`src/rtl/obstacle_pkg.sv`:
```
// obstacle_pkg: shared types and constants for the scrolling obstacle field.
//   state_t      - game FSM states
//   seg_t        - one 7-segment digit {g,f,e,d,c,b,a}
//   *_PAT, BLANK - digit patterns used by the field
//   table_pat()  - maps a 3-bit random index to a new digit pattern
//   is_obstacle() - anything that is neither bonus nor blank is an obstacle
package obstacle_pkg;

    typedef enum logic [1:0] {IDLE, RUN, LOSE, WIN} state_t;

    typedef logic [6:0] seg_t;

    localparam seg_t OBS_PAT0  = 7'h01;
    localparam seg_t OBS_PAT1  = 7'h40;
    localparam seg_t OBS_PAT2  = 7'h08;
    localparam seg_t OBS_PAT3  = 7'h49;
    localparam seg_t BONUS_PAT = 7'h63;
    localparam seg_t BLANK     = 7'h00;

    // Indices 5..7 are blank so empty digits dominate the random stream.
    function automatic seg_t table_pat(input logic [2:0] idx);
        case (idx)
            3'd0:    return OBS_PAT0;
            3'd1:    return OBS_PAT1;
            3'd2:    return OBS_PAT2;
            3'd3:    return OBS_PAT3;
            3'd4:    return BONUS_PAT;
            default: return BLANK;
        endcase
    endfunction

    function automatic logic is_obstacle(input seg_t p);
        return (p != BONUS_PAT) && (p != BLANK);
    endfunction

endpackage

```
`src/rtl/obstacle_field_if.sv`:
```
// obstacle_field_if: inject handshake into the obstacle field.
//   inject_valid - producer has a pattern to force into the next inserted digit
//   inject_pat   - the forced pattern
//   inject_ready - field has no pattern pending
// master = producer (testbench / game controller), slave = obstacle_field.
interface obstacle_field_if;
    import obstacle_pkg::*;

    logic inject_valid;
    seg_t inject_pat;
    logic inject_ready;

    modport master (output inject_valid, output inject_pat, input inject_ready);
    modport slave  (input inject_valid, input inject_pat, output inject_ready);
endinterface

```
`src/rtl/obstacle_lfsr.sv`:
```
// obstacle_lfsr: free-running 8-bit Fibonacci LFSR (taps 8,6,5,4).
//   clk, rst - clock, synchronous active-high reset (loads SEED)
//   idx      - low three state bits, used as the random pattern index
// Advances every cycle regardless of game state.
module obstacle_lfsr #(
    parameter logic [7:0] SEED = 8'hA5
) (
    input  logic       clk,
    input  logic       rst,
    output logic [2:0] idx
);

    logic [7:0] q;

    always_ff @(posedge clk) begin
        if (rst) q <= SEED;
        else     q <= {q[6:0], q[7] ^ q[5] ^ q[4] ^ q[3]};
    end

    assign idx = q[2:0];

endmodule

```
`src/rtl/obstacle_field.sv`:
```
// obstacle_field: scrolling obstacle field of a 7-segment runner game.
//   clk, rst     - clock, synchronous active-high reset
//   start        - pulse; starts a run from IDLE/LOSE/WIN
//   hero         - hero segments, checked against the digit leaving the field
//   inj          - inject handshake (slave side)
//   field        - DIGITS digits, digit 0 (bits [6:0]) is next to the hero
//   world        - current world index
//   scroll_tick  - pulse on each scroll step
//   bonus_taken  - pulse the cycle after a bonus overlaps the hero
//   lose, win    - level outputs of the terminal states
module obstacle_field
    import obstacle_pkg::*;
#(
    parameter int         DIGITS        = 3,
    parameter int         WORLDS        = 4,
    parameter int         OBS_PER_WORLD = 8,
    parameter int         TICK_DIV      = 25_000_000,
    parameter logic [7:0] SEED          = 8'hA5
) (
    input  logic                clk,
    input  logic                rst,
    input  logic                start,
    input  seg_t                hero,
    obstacle_field_if.slave     inj,
    output logic [DIGITS*7-1:0] field,
    output logic [1:0]          world,
    output logic                scroll_tick,
    output logic                bonus_taken,
    output logic                lose,
    output logic                win
);

    localparam int DIV_W = $clog2(TICK_DIV + 1);

    state_t           state, state_nx;
    logic [DIV_W-1:0] div_cnt;
    logic [31:0]      div_term;
    logic [7:0]       pass_cnt;
    seg_t             last_pat;
    logic             pend_vld;
    seg_t             pend_pat;
    logic [2:0]       rnd_idx;

    logic enter_run, tick, xfer;
    seg_t exit_pat, new_pat;
    logic exit_obs, exit_hit, pass_evt, world_done, last_world;

    obstacle_lfsr #(.SEED(SEED)) u_lfsr (
        .clk (clk),
        .rst (rst),
        .idx (rnd_idx)
    );

    // Each world halves the scroll period.
    assign div_term    = 32'((TICK_DIV >> world) - 1);
    assign tick        = (state == RUN) && (div_cnt == DIV_W'(div_term));
    assign scroll_tick = tick;

    assign enter_run  = start && (state != RUN);
    assign xfer       = inj.inject_valid && inj.inject_ready;
    assign inj.inject_ready = !pend_vld;

    assign exit_pat   = field[6:0];
    assign exit_obs   = is_obstacle(exit_pat);
    assign exit_hit   = |(exit_pat & hero);
    assign pass_evt   = tick && exit_obs && !exit_hit;
    assign world_done = pass_evt && (pass_cnt == 8'(OBS_PER_WORLD - 1));
    assign last_world = (world == 2'(WORLDS - 1));

    // A non-blank insert is always followed by a blank unless something is
    // injected, so obstacles never arrive back-to-back on their own.
    always_comb begin
        new_pat = table_pat(rnd_idx);
        if (pend_vld)              new_pat = pend_pat;
        else if (last_pat != BLANK) new_pat = BLANK;
    end

    always_ff @(posedge clk) begin
        if (rst) state <= IDLE;
        else     state <= state_nx;
    end

    always_comb begin
        state_nx = state;
        case (state)
            RUN: begin
                if (tick && exit_obs && exit_hit)  state_nx = LOSE;
                else if (world_done && last_world) state_nx = WIN;
            end
            default: if (start) state_nx = RUN;
        endcase
    end

    assign lose = (state == LOSE);
    assign win  = (state == WIN);

    always_ff @(posedge clk) begin
        if (rst) begin
            field       <= '0;
            world       <= '0;
            div_cnt     <= '0;
            pass_cnt    <= '0;
            last_pat    <= BLANK;
            pend_vld    <= 1'b0;
            pend_pat    <= BLANK;
            bonus_taken <= 1'b0;
        end else begin
            bonus_taken <= tick && (exit_pat == BONUS_PAT) && exit_hit;
            if (enter_run) begin
                // A transfer coinciding with the start is dropped with the
                // rest of the previous run's leftovers.
                field    <= '0;
                world    <= '0;
                div_cnt  <= '0;
                pass_cnt <= '0;
                last_pat <= BLANK;
                pend_vld <= 1'b0;
            end else begin
                if (state == RUN) begin
                    div_cnt <= tick ? '0 : div_cnt + DIV_W'(1);
                    if (tick) begin
                        field    <= {new_pat, field[DIGITS*7-1:7]};
                        last_pat <= new_pat;
                    end
                    if (pass_evt) begin
                        if (world_done) begin
                            pass_cnt <= '0;
                            if (!last_world) world <= world + 2'd1;
                        end else begin
                            pass_cnt <= pass_cnt + 8'd1;
                        end
                    end
                end
                // Transfer only happens while nothing is pending, so it
                // cannot collide with a consumption of the same slot.
                if (xfer) begin
                    pend_vld <= 1'b1;
                    pend_pat <= inj.inject_pat;
                end else if (tick && pend_vld) begin
                    pend_vld <= 1'b0;
                end
            end
        end
    end

endmodule

```
`src/flat_wrapper.sv`:
```
// flat-port wrapper written by rule: the top's interface ports become plain ports
module obstacle_field_flat import obstacle_pkg::*;
#(
    parameter int         DIGITS        = 3,
    parameter int         WORLDS        = 4,
    parameter int         OBS_PER_WORLD = 8,
    parameter int         TICK_DIV      = 25_000_000,
    parameter logic [7:0] SEED          = 8'hA5
)
  (clk, rst, start, hero, field, world, scroll_tick, bonus_taken, lose, win, inj_inject_valid, inj_inject_pat, inj_inject_ready);
  obstacle_field_if inj_i ();
  input  logic clk;
  input  logic rst;
  input  logic start;
  input  seg_t hero;
  output logic [DIGITS*7-1:0] field;
  output logic [1:0] world;
  output logic scroll_tick;
  output logic bonus_taken;
  output logic lose;
  output logic win;
  input wire logic [$bits(inj_i.inject_valid)-1:0] inj_inject_valid;
  input wire logic [$bits(inj_i.inject_pat)-1:0] inj_inject_pat;
  output wire logic [$bits(inj_i.inject_ready)-1:0] inj_inject_ready;
  assign inj_i.inject_valid = inj_inject_valid;
  assign inj_i.inject_pat = inj_inject_pat;
  assign inj_inject_ready = inj_i.inject_ready;
  obstacle_field #(.DIGITS(DIGITS), .WORLDS(WORLDS), .OBS_PER_WORLD(OBS_PER_WORLD), .TICK_DIV(TICK_DIV), .SEED(SEED)) u_core (.clk(clk), .rst(rst), .start(start), .hero(hero), .inj(inj_i), .field(field), .world(world), .scroll_tick(scroll_tick), .bonus_taken(bonus_taken), .lose(lose), .win(win));
endmodule
```
`config.mk`:
```
export PLATFORM = sky130hd
export DESIGN_NAME = obstacle_field_flat
export DESIGN_NICKNAME = d
export VERILOG_FILES = /design/src/rtl/obstacle_pkg.sv /design/src/rtl/obstacle_field_if.sv /design/src/rtl/obstacle_lfsr.sv /design/src/rtl/obstacle_field.sv /design/src/flat_wrapper.sv
export SDC_FILE = /design/constraint.sdc
export NUM_CORES = 1
export LEC_CHECK = 0
export ABC_AREA = 1
export CAP_MARGIN = 15
export CORE_UTILIZATION = 61
export CTS_CLUSTER_SIZE = 25
export DETAILED_ROUTE_END_ITERATION = 6
export PLACE_DENSITY = 0.86
export SYNTH_ARGS = -nofsm -noshare
export SYNTH_HDL_FRONTEND = slang
export SYNTH_SLANG_ARGS = --single-unit
```
`constraint.sdc`:
```
create_clock -name clk -period 4.1 [get_ports clk]
set_clock_uncertainty 0.05 [all_clocks]
set_input_delay 0.82 -clock clk [delete_from_list [all_inputs] [get_ports clk]]
set_output_delay 0.82 -clock clk [all_outputs]
set_load 0.01 [all_outputs]
```
==> results of run 1 <==
[placed cells by master (no fill, tap or decap), types with 2 or more instances in the layout]
cell type,instances
a21oi_1,44
buf_4,2
bufinv_16,2
clkbuf_8,10
clkdlybuf4s50_1,45
clkinv_4,2
dfxtp_1,75
ha_1,10
inv_1,87
inv_2,5
inv_6,2
nand2_1,118
nand2_2,5
nand3_1,42
nand3_2,2
nand4_1,14
nor2_1,92
nor2_2,8
nor3_1,8
nor4_1,3
o21ai_0,49
o22ai_1,2
or2_2,4
xnor2_1,3
xor2_1,12
[per-stage QoR]
step | util [%] | setup slack (ns) | power (mW) | cells | area [um^2]
2_1_floorplan | - | 1.37 | 0.820 | 613 | 4090
3_3_place_gp | 71.2 | 0.855 | 0.851 | 726 | 4580
3_5_place_dp | 71.2 | 0.776 | 0.854 | 726 | 4580
4_1_cts | 74.9 | 0.380 | 1.51 | 742 | 4810
5_1_grt | 74.9 | 0.0980 | 1.55 | 742 | 4810
6_report | 74.9 | 0.369 | 1.51 | 742 | 4810
[worst paths after layout]
kind	startpoint	end	slack (ns)	cells after the start
worst max register to register	u_core.world[0]$_SDFFE_PP0P_	u_core.div_cnt[15]$_SDFFE_PP0P_	0.94	15
worst min register to register	u_core.u_lfsr.q[6]$_SDFF_PP0_	u_core.u_lfsr.q[7]$_SDFF_PP1_	0.38	1
worst min-delay path	u_core.u_lfsr.q[6]$_SDFF_PP0_	u_core.u_lfsr.q[7]$_SDFF_PP1_	0.38	1
worst max-delay path	u_core.world[0]$_SDFFE_PP0P_	scroll_tick	0.37	12
[power breakdown]
group | switching (mW) | leakage [nW] | internal (mW) | total (mW)
sequential | 0.0103 | 0.609 | 0.743 | 0.753
combinational | 0.0518 | 1.21 | 0.0365 | 0.0883
clock | 0.303 | 0.117 | 0.366 | 0.669
[synth_stat cells (all sizes together)]
cell type and instances:
nand3b 1, a31oi 1, clkbuf 3, dfxtp 75, o31ai 1, ha 10, a21oi 44, a32oi 1
xnor2 3, buf 8, xor2 12, inv 92, o22ai 2, or2 4, o21bai 1, nor3b 1
nand4 15, o211ai 1, nor2b 1, nand3 44, nor4 4, clkinv 2, o21ai 50, nor2 101
a211oi 1, and2 1, nand2 124, o21a 1, nor3 8, a2bb2oi 1
[registers in the layout, summed over array words and instances, names as in the netlist]
| register | cells |
|---|---|
| u_core.pass_cnt | 8 |
| u_core.pend_pat | 7 |
| u_core.field | 14 |
| u_core.world | 2 |
| u_core.u_lfsr.q | 8 |
| u_core.pend_vld | 1 |
| u_core.div_cnt | 25 |
| u_core.last_pat | 7 |
| u_core.state | 2 |
| u_core.bonus_taken | 1 |
[layer usage]
metal / up-vias / track usage (%)
met2: 169 / 52.8
met3: 30 / 8.21
li1: 2060 / -
met1: 1924 / 43.2
met5: - / 0
met4: 0 / 12.4
[area by class of cell]
type,count,area (um^2)
flip-flops and latches,75,1500
well taps,77,96.3
clock inverters,6,95.1
repair buffers,47,465
clock buffers,10,138
fillers,532,1610
inverters,94,354
multi-input cells,433,2160
[worst register-to-register path, cell delays in order (launching register included)]
cell	delay [ns]
dfxtp_1	0.50
inv_1	0.17
ha_1	0.27
inv_1	0.10
ha_1	0.25
nor2_1	0.20
nor2_1	0.11
nand2_2	0.08
nor2_2	0.04
nand2_2	0.07
nor2_4	0.05
nand2_2	0.31
nand2_4	0.24
inv_1	0.32
o21ai_0	0.19
a21oi_1	0.16
[cell families after synthesis]
group                      count (synthesis)
adders and majority gates                 10
and+or+nand+nor                          304
xor gates and xnor gates                  15
buffers and inverters                    105
DFF                                       75
AOI/OAI and AO/OA                        104
==> run metrics, run 1 <==
Synth Area in Compound Gates=13.3%; IO Pins=46; Die Ht=83.8 um; mux contribution to synthesized area=0%; Syn-to-layout area delta=17.7%; # nets final=688; slew margin rel.=55.8%; antenna violations before repair=0; YS warnings=0; crit-path cells=inv_1 -> ha_1 -> inv_1 -> ha_1 -> nand2_1 -> nand2_1 -> nor2_1 -> nand2_1 -> nor2_1 -> nand2_1 -> nor2_1 -> clkdlybuf4s50_1; CTS tree=done; Post-Syn Area per Cell=6.67 um^2; met3 routed WL=749 um; met1 wire length=4930 um; clock latency on the worst-skew pair=0.36 ns; floorplan row count=29; initial core utilization=63.6%; root buffer cell=clkbuf_8; Synth top area share=36.7%; die width=83.8 um; flops & latches, synth=75; GRT Util Overall=33.1%; Max Buffers Root-to-Sink=2; number of diodes=0; port buffer count=45; # hold bufs at CTS=0; Post-Syn Instances=613; drt pass-1 iters=7; Core Region=6420 um^2; final hold vios=0; post_cts resized=0; Worst-Margin Slew=0.657 ns; Sink Count=75; RSZ-0062 raised after global routing=no; post-synthesis sequential area ratio=36.7%; worst IR drop on VDD=0.269 mV; endpoints failing setup=0; most frequent CP cell=nand2_1; routed len/inst=14.9 um; Final Max Tran Viols=0; largest family of logic cells by synthesized area=simple AND/OR/NAND/NOR gates; Clock transition at path regs=0.08 ns; required time at the worst-slack endpoint=3.23 ns; H-Tree Depth=3; DP HPWL=8410 um; final WL=11000 um; min Tclk post-route=3.73 ns; slowest cell on the critical path=clkdlybuf4s50_1; Power per Cell Area=314 nW/um^2; Post-Syn Area=4090 um^2; XOR/XNOR Fraction of Synth Area=3.21%; Net Count, Synth=641; pin count of the biggest net entering global routing=21; Critical Path End Type=primary output; nature of the critical path startpoint=flop; RePlAce Congestion=0.925; Synth area leaders=dfxtp_1 (37%), nand2_1 (11%), nor2_1 (8.5%); status=complete, but fails checks; Yosys top cell by area=dfxtp_1; critical path peak fanout=8; largest delay contributor family on the critical path=buffers and inverters; Antenna Nets Post-Route=0; vias per inst=5.64; Final TNS setup=0 ns; Synth cell types=42; WL met2=5050 um; Simple-Gate Fraction of Synth Area=33.2%; fraction of layout cells with a size suffix above 1=7.22%; Via Count=4183; Tcrit/Tclk final=91.0%; DRC viols=2; Critical Path AT=2.86 ns; Hold Crit Class=flop to flop; maximum clock frequency=268 MHz; Lkg Pwr=1.93 nW; Worst Path Buf+Inv=3; Worst path max stage delay=0.57 ns; Fin Hold WS=0.380 ns; grt total ovfl=0; failing checks=DRC; first-pass GRT wire length=18200 um; highest routed layer=met4; post-CTS setup buffer count=0; Die Area=7030 um^2; Adder-Cell Fraction of Synth Area=3.06%; WS Path Type=flop to primary output; vias in the first global route=3861; MaxCap Viol Count=0; TritonCTS buffer count=9; Iteration-0 DRC Markers=334
Power figures use the tool's default switching activity.
==> inputs of run 2 (changes only) <==
--- a/config.mk
+++ b/config.mk
@@ -7,6 +7,7 @@
 export LEC_CHECK = 0
 export ABC_AREA = 1
 export CAP_MARGIN = 15
+export CORE_MARGIN = 2
 export CORE_UTILIZATION = 61
 export CTS_CLUSTER_SIZE = 25
 export DETAILED_ROUTE_END_ITERATION = 6
==> run 2 against run 1 <==
  * The flow still finishes with violations (DRC)
  * Wire length fell by 0.93%
  * Core utilization fell by 0.76 points
  * Total power fell by 8.7%
  * Setup slack worse by 0.018 ns
  * Clock power decreased by 19%
  * Register-to-register slack better by 0.10 ns
  * Critical path depth did not move
  * Cell count unchanged
  * Global-route usage shrank 2.3 points
  * Count of clock-buffer cells in the layout fell by 1
  * Non-clock buffer count did not move
  * Critical endpoint unchanged
==> run metrics, run 2 (synthesis results as in run 1) <==
initial core utilization=63.6%; Critical Path AT=2.88 ns; largest registers in the final layout=u_core.div_cnt (25), u_core.field (14); commonest cells after routing, fill and taps aside=nand2_1 (118), nor2_1 (92), inv_1 (87), dfxtp_1 (75), o21ai_0 (49); Tcrit/Tclk final=91.4%; endpoints failing setup=0; nature of the critical path startpoint=flop; Critical Path End Type=primary output; FILL cells=509; required time at the worst-slack endpoint=3.23 ns; RePlAce Congestion=0.967; Combinational Power Share=6.2%; Clock transition at path regs=0.09 ns; WS Path Type=flop to primary output; max reg flops=25; grt total ovfl=0; vias per inst=5.64; vias in the first global route=3827; Die Area=7370 um^2; Final Max Tran Viols=0; slowest cell on the critical path=clkdlybuf4s50_1; TritonCTS buffer count=9; Antenna Nets Post-Route=0; Seq pwr share=54.5%; CTS tree=done; Worst path max stage delay=0.57 ns; hold depth=2; failing checks=DRC; Sw Ratio=26.9%; total power=1.38 mW; Power per Cell Area=290 nW/um^2; final hold vios=0; final WL=10900 um; pin count of the biggest net entering global routing=21; number of diodes=0; min Tclk post-route=3.75 ns; die width=85.8 um; clock latency on the worst-skew pair=0.36 ns; RSZ-0062 raised after global routing=no; Lkg Pwr=1.90 nW; Final TNS setup=0 ns; DP HPWL=8500 um; Biggest register=u_core.div_cnt; crit-path cells=inv_1 -> ha_1 -> inv_1 -> ha_1 -> nand2_1 -> nand2_1 -> nor2_1 -> nand2_1 -> nor2_1 -> nand2_1 -> nor2_1 -> clkdlybuf4s50_1; DRC viols=1; Max Buffers Root-to-Sink=2; Core Region=6420 um^2; port buffer count=45; post_cts resized=0; Via Count=4187; floorplan row count=29; status=complete, but fails checks; Fin Hold WS=0.375 ns; post-CTS setup buffer count=0; routed len/inst=14.7 um; Die Ht=85.8 um; Cell Int Power=1.01 mW; antenna violations before repair=0; most common cell after layout, fill and taps aside=nand2_1; slew margin rel.=58.2%; Sink Count=75; Syn-to-layout area delta=16.5%; critical path peak fanout=8; Clock Power Share=39.2%; drt pass-1 iters=7; Iteration-0 DRC Markers=401; Worst-Margin Slew=0.621 ns; # nets final=688; GRT Util Overall=30.8%; root buffer cell=clkbuf_8; IO Pins=46; switching pwr=372 uW; most frequent CP cell=nand2_1; fraction of layout cells with a size suffix above 1=7.22%; # hold bufs at CTS=0; H-Tree Depth=3; MaxCap Viol Count=0; maximum clock frequency=267 MHz; first-pass GRT wire length=17800 um; Hold Crit Class=flop to flop; worst IR drop on VDD=0.314 mV; Register-to-Register Setup Slack=1.04 ns; reg2reg path depth=15
## run 2: per-layer routing
metal  part of all wire, %  up-vias  GRT usage [%]
li1                      -     2059              -
met2                    47      198           50.6
met5                     0        -              0
met1                    44     1908           41.7
met3                   7.6       22           6.26
met4                   1.7        0           7.50
## run 2: layout make-up
| cell class | instances | area, um^2 | area share [%] |
|---|---|---|---|
| Multi-Input combinational cell | 433 | 2160 | 45.3 |
| Sequential cell | 75 | 1500 | 31.5 |
| Timing Repair Buffer | 47 | 465 | 9.78 |
| Inverter | 94 | 354 | 7.44 |
| Clock buffer | 9 | 124 | 2.60 |
| Tap cell | 77 | 96.3 | 2.02 |
| Clock inverter | 7 | 60.1 | 1.26 |
## run 2: final timing paths
path,start,to
worst max-delay path,u_core.world[0]$_SDFFE_PP0P_,scroll_tick
worst min-delay path,u_core.u_lfsr.q[3]$_SDFF_PP0_,u_core.u_lfsr.q[4]$_SDFF_PP0_
worst max register to register,u_core.world[0]$_SDFFE_PP0P_,u_core.div_cnt[23]$_SDFFE_PP0P_
worst min register to register,u_core.u_lfsr.q[3]$_SDFF_PP0_,u_core.u_lfsr.q[4]$_SDFF_PP0_
## run 2: power by group through the flow
| stage | Clock (mW) | Sequential (mW) | Combinational [mW] |
|---|---|---|---|
| floorplan | 0 | 0.767 | 0.0531 |
| global placement | 0 | 0.769 | 0.0824 |
| detailed placement | 0 | 0.770 | 0.0849 |
| CTS | 0.540 | 0.752 | 0.0857 |
| global route | 0.576 | 0.755 | 0.0966 |
| finish | 0.541 | 0.753 | 0.0861 |
## run 2: per-stage QoR
| stage | utilization, % | setup slack (ns) | cell area, um^2 | std cells |
|---|---|---|---|---|
| 5_1_grt | 74.1 | 0.189 | 4760 | 742 |
| 3_5_place_dp | 71.2 | 0.792 | 4580 | 726 |
| 3_3_place_gp | 71.2 | 0.875 | 4580 | 726 |
| 6_report | 74.1 | 0.351 | 4760 | 742 |
| 4_1_cts | 74.1 | 0.388 | 4760 | 742 |
| 2_1_floorplan | - | 1.37 | 4090 | 613 |
## run 2: critical path: cells and delay by family (launching register included)
kind | cells | cell delay [ns]
simple gates | 7 | 0.67
flops | 1 | 0.50
buf+inv | 3 | 0.84
fa+ha+maj | 2 | 0.52
==> inputs of run 3 (changes only) <==
--- a/config.mk
+++ b/config.mk
@@ -7,11 +7,14 @@
 export LEC_CHECK = 0
 export ABC_AREA = 1
 export CAP_MARGIN = 15
+export CELL_PAD_IN_SITES_DETAIL_PLACEMENT = 0
+export CELL_PAD_IN_SITES_GLOBAL_PLACEMENT = 2
 export CORE_MARGIN = 2
-export CORE_UTILIZATION = 61
+export CORE_UTILIZATION = 33
 export CTS_CLUSTER_SIZE = 25
 export DETAILED_ROUTE_END_ITERATION = 6
-export PLACE_DENSITY = 0.86
+export PLACE_DENSITY_LB_ADDON = 0.1
+export SLEW_MARGIN = 15
 export SYNTH_ARGS = -nofsm -noshare
 export SYNTH_HDL_FRONTEND = slang
 export SYNTH_SLANG_ARGS = --single-unit
==> run 3 against run 2 <==
  * The flow now finishes without violations
  * Worst hold slack lost 0.0060 ns
  * Maximum frequency down 0.53%
  * Final area is 5.1% higher
  * Largest power group is now the clock network
  * Cell count grew 12%
==> run metrics, run 3 (synthesis results as in run 1) <==
nature of the critical path startpoint=flop; worst IR drop on VDD=0.203 mV; Placement Cell Area=4690 um^2; Worst Setup EP=scroll_tick; MaxCap Viol Count=0; root buffer cell=clkbuf_16; Die Ht=115 um; final WL=11800 um; Final Cell Area=5000 um^2; routed len/inst=14.2 um; GRT Util Overall=19.1%; total power=1.67 mW; maximum clock frequency=265 MHz; footprint of the multi-input gates=2160 um^2; storage element area=1500 um^2; Worst-Margin Slew=0.564 ns; Worst R2R Start=u_core.world[1]$_SDFFE_PP0P_; Sink Count=75; vias in the first global route=3731; floorplan row count=40; first-pass GRT wire length=19300 um; WS Path Type=flop to primary output; # hold bufs at CTS=0; Final TNS setup=0 ns; Clock Power Share=49.7%; switching pwr=386 uW; Die Area=13300 um^2; antenna violations before repair=0; Critical Path AT=2.90 ns; Power per Cell Area=334 nW/um^2; critical path peak fanout=8; crit path from=u_core.world[0]$_SDFFE_PP0P_; FF-to-FF End=u_core.div_cnt[15]$_SDFFE_PP0P_; min Tclk post-route=3.77 ns; worst slack, placed=0.689 ns; CTS tree=done; Core Region=12100 um^2; Critical Path End Type=primary output; reg2reg path depth=14; crit-path cells=inv_1 -> ha_1 -> inv_1 -> ha_1 -> nand2_1 -> nand2_1 -> nor2_1 -> nand2_1 -> nor2_1 -> nand2_1 -> nor2_1 -> clkdlybuf4s50_1; clock latency on the worst-skew pair=0.34 ns; Biggest register=u_core.div_cnt; pin count of the biggest net entering global routing=26; TritonCTS buffer count=9; Clock transition at path regs=0.06 ns; Seq pwr share=45.0%; status=complete, no violations; vias per inst=4.75; Register-to-Register Setup Slack=1.04 ns; RSZ-0062 raised after global routing=no; RePlAce Congestion=0.859; DRC viols=0; Hold Crit Class=flop to flop; number of diodes=0; Worst Setup Slack, final=0.331 ns; final hold vios=0; Final Max Tran Viols=0; max reg flops=25; most frequent CP cell=nand2_1; Antenna Nets Post-Route=0; Fin Hold WS=0.369 ns; Tcrit/Tclk final=91.9%; Cell Int Power=1.29 mW; IO Pins=46; endpoints failing setup=0; die width=115 um; slowest cell on the critical path=clkdlybuf4s50_1; grt total ovfl=0; post-CTS setup buffer count=0; H-Tree Depth=3; Lkg Pwr=1.97 nW; Sw Ratio=23.1%; Iteration-0 DRC Markers=258; Max Buffers Root-to-Sink=2; Worst path max stage delay=0.62 ns; largest registers in the final layout=u_core.div_cnt (25), u_core.field (14); Combinational Power Share=5.3%; drt pass-1 iters=5; required time at the worst-slack endpoint=3.23 ns; # nets final=688; most common cell after layout, fill and taps aside=nand2_1; Via Count=3954; post_cts resized=0; port buffer count=45; commonest cells after routing, fill and taps aside=nand2_1 (118), nor2_1 (92), inv_1 (87), dfxtp_1 (75), o21ai_0 (49); slew margin rel.=62.0%; initial core utilization=33.9%; FILL cells=1305; DP HPWL=9160 um; fraction of layout cells with a size suffix above 1=7.22%; hold depth=1; Syn-to-layout area delta=22.4%
run 3: changes by cell type in the layout (fill, tap and decap cells not counted):
cell,previous run,this run
bufinv_16,0,1
clkbuf_8,9,2
inv_6,2,1
clkbuf_16,0,9
inv_8,1,0
clkinv_2,1,2
clkinvlp_4,3,1
run 3: per-stage QoR:
step                cells  utilization [%]
floorplan             613                -
global placement      817             38.9
detailed placement    817             38.9
CTS                   833             41.5
global route          833             41.5
finish                833             41.5
run 3: layout make-up:
cell class	count	area share, %
multi-input combinational	433	43.1
tap	168	4.20
timing repair buffer	47	9.30
clock buffer	11	5.05
clock inverter	5	1.20
sequential	75	30.0
inverter	94	7.08
run 3: critical path, delay by kind of cell, from the launching register on:
kind | cells | cell delay, ns
flops | 1 | 0.47
fa+ha+maj | 2 | 0.51
simple gates | 7 | 0.69
buf+inv | 3 | 0.87
run 3: power groups by stage:
stage | Clock (mW) | Combinational, mW | Sequential [mW]
floorplan | 0 | 0.0531 | 0.767
global placement | 0 | 0.0895 | 0.769
detailed placement | 0 | 0.0899 | 0.769
CTS | 0.852 | 0.0906 | 0.753
global route | 0.884 | 0.0995 | 0.755
finish | 0.831 | 0.0886 | 0.753
run 3: worst min-delay path by stage:
stage,end,slack (ns),startpoint
CTS,u_core.u_lfsr.q[7]$_SDFF_PP1_,0.37,u_core.u_lfsr.q[6]$_SDFF_PP0_
detailed placement,u_core.u_lfsr.q[7]$_SDFF_PP1_,0.35,u_core.u_lfsr.q[6]$_SDFF_PP0_
finish,u_core.u_lfsr.q[7]$_SDFF_PP1_,0.37,u_core.u_lfsr.q[6]$_SDFF_PP0_
global route,u_core.u_lfsr.q[7]$_SDFF_PP1_,0.39,u_core.u_lfsr.q[6]$_SDFF_PP0_
floorplan,u_core.u_lfsr.q[7]$_SDFF_PP1_,0.34,u_core.u_lfsr.q[6]$_SDFF_PP0_
global placement,u_core.u_lfsr.q[7]$_SDFF_PP1_,0.35,u_core.u_lfsr.q[6]$_SDFF_PP0_
run 3: metal layers:
metal | part of all wire, % | track usage, % | vias up
li1 | - | - | 2065
met1 | 49 | 25.8 | 1801
met2 | 46 | 30.3 | 75
met3 | 3.1 | 2.95 | 13
met4 | 2.1 | 8.11 | 0
met5 | 0 | 0 | -
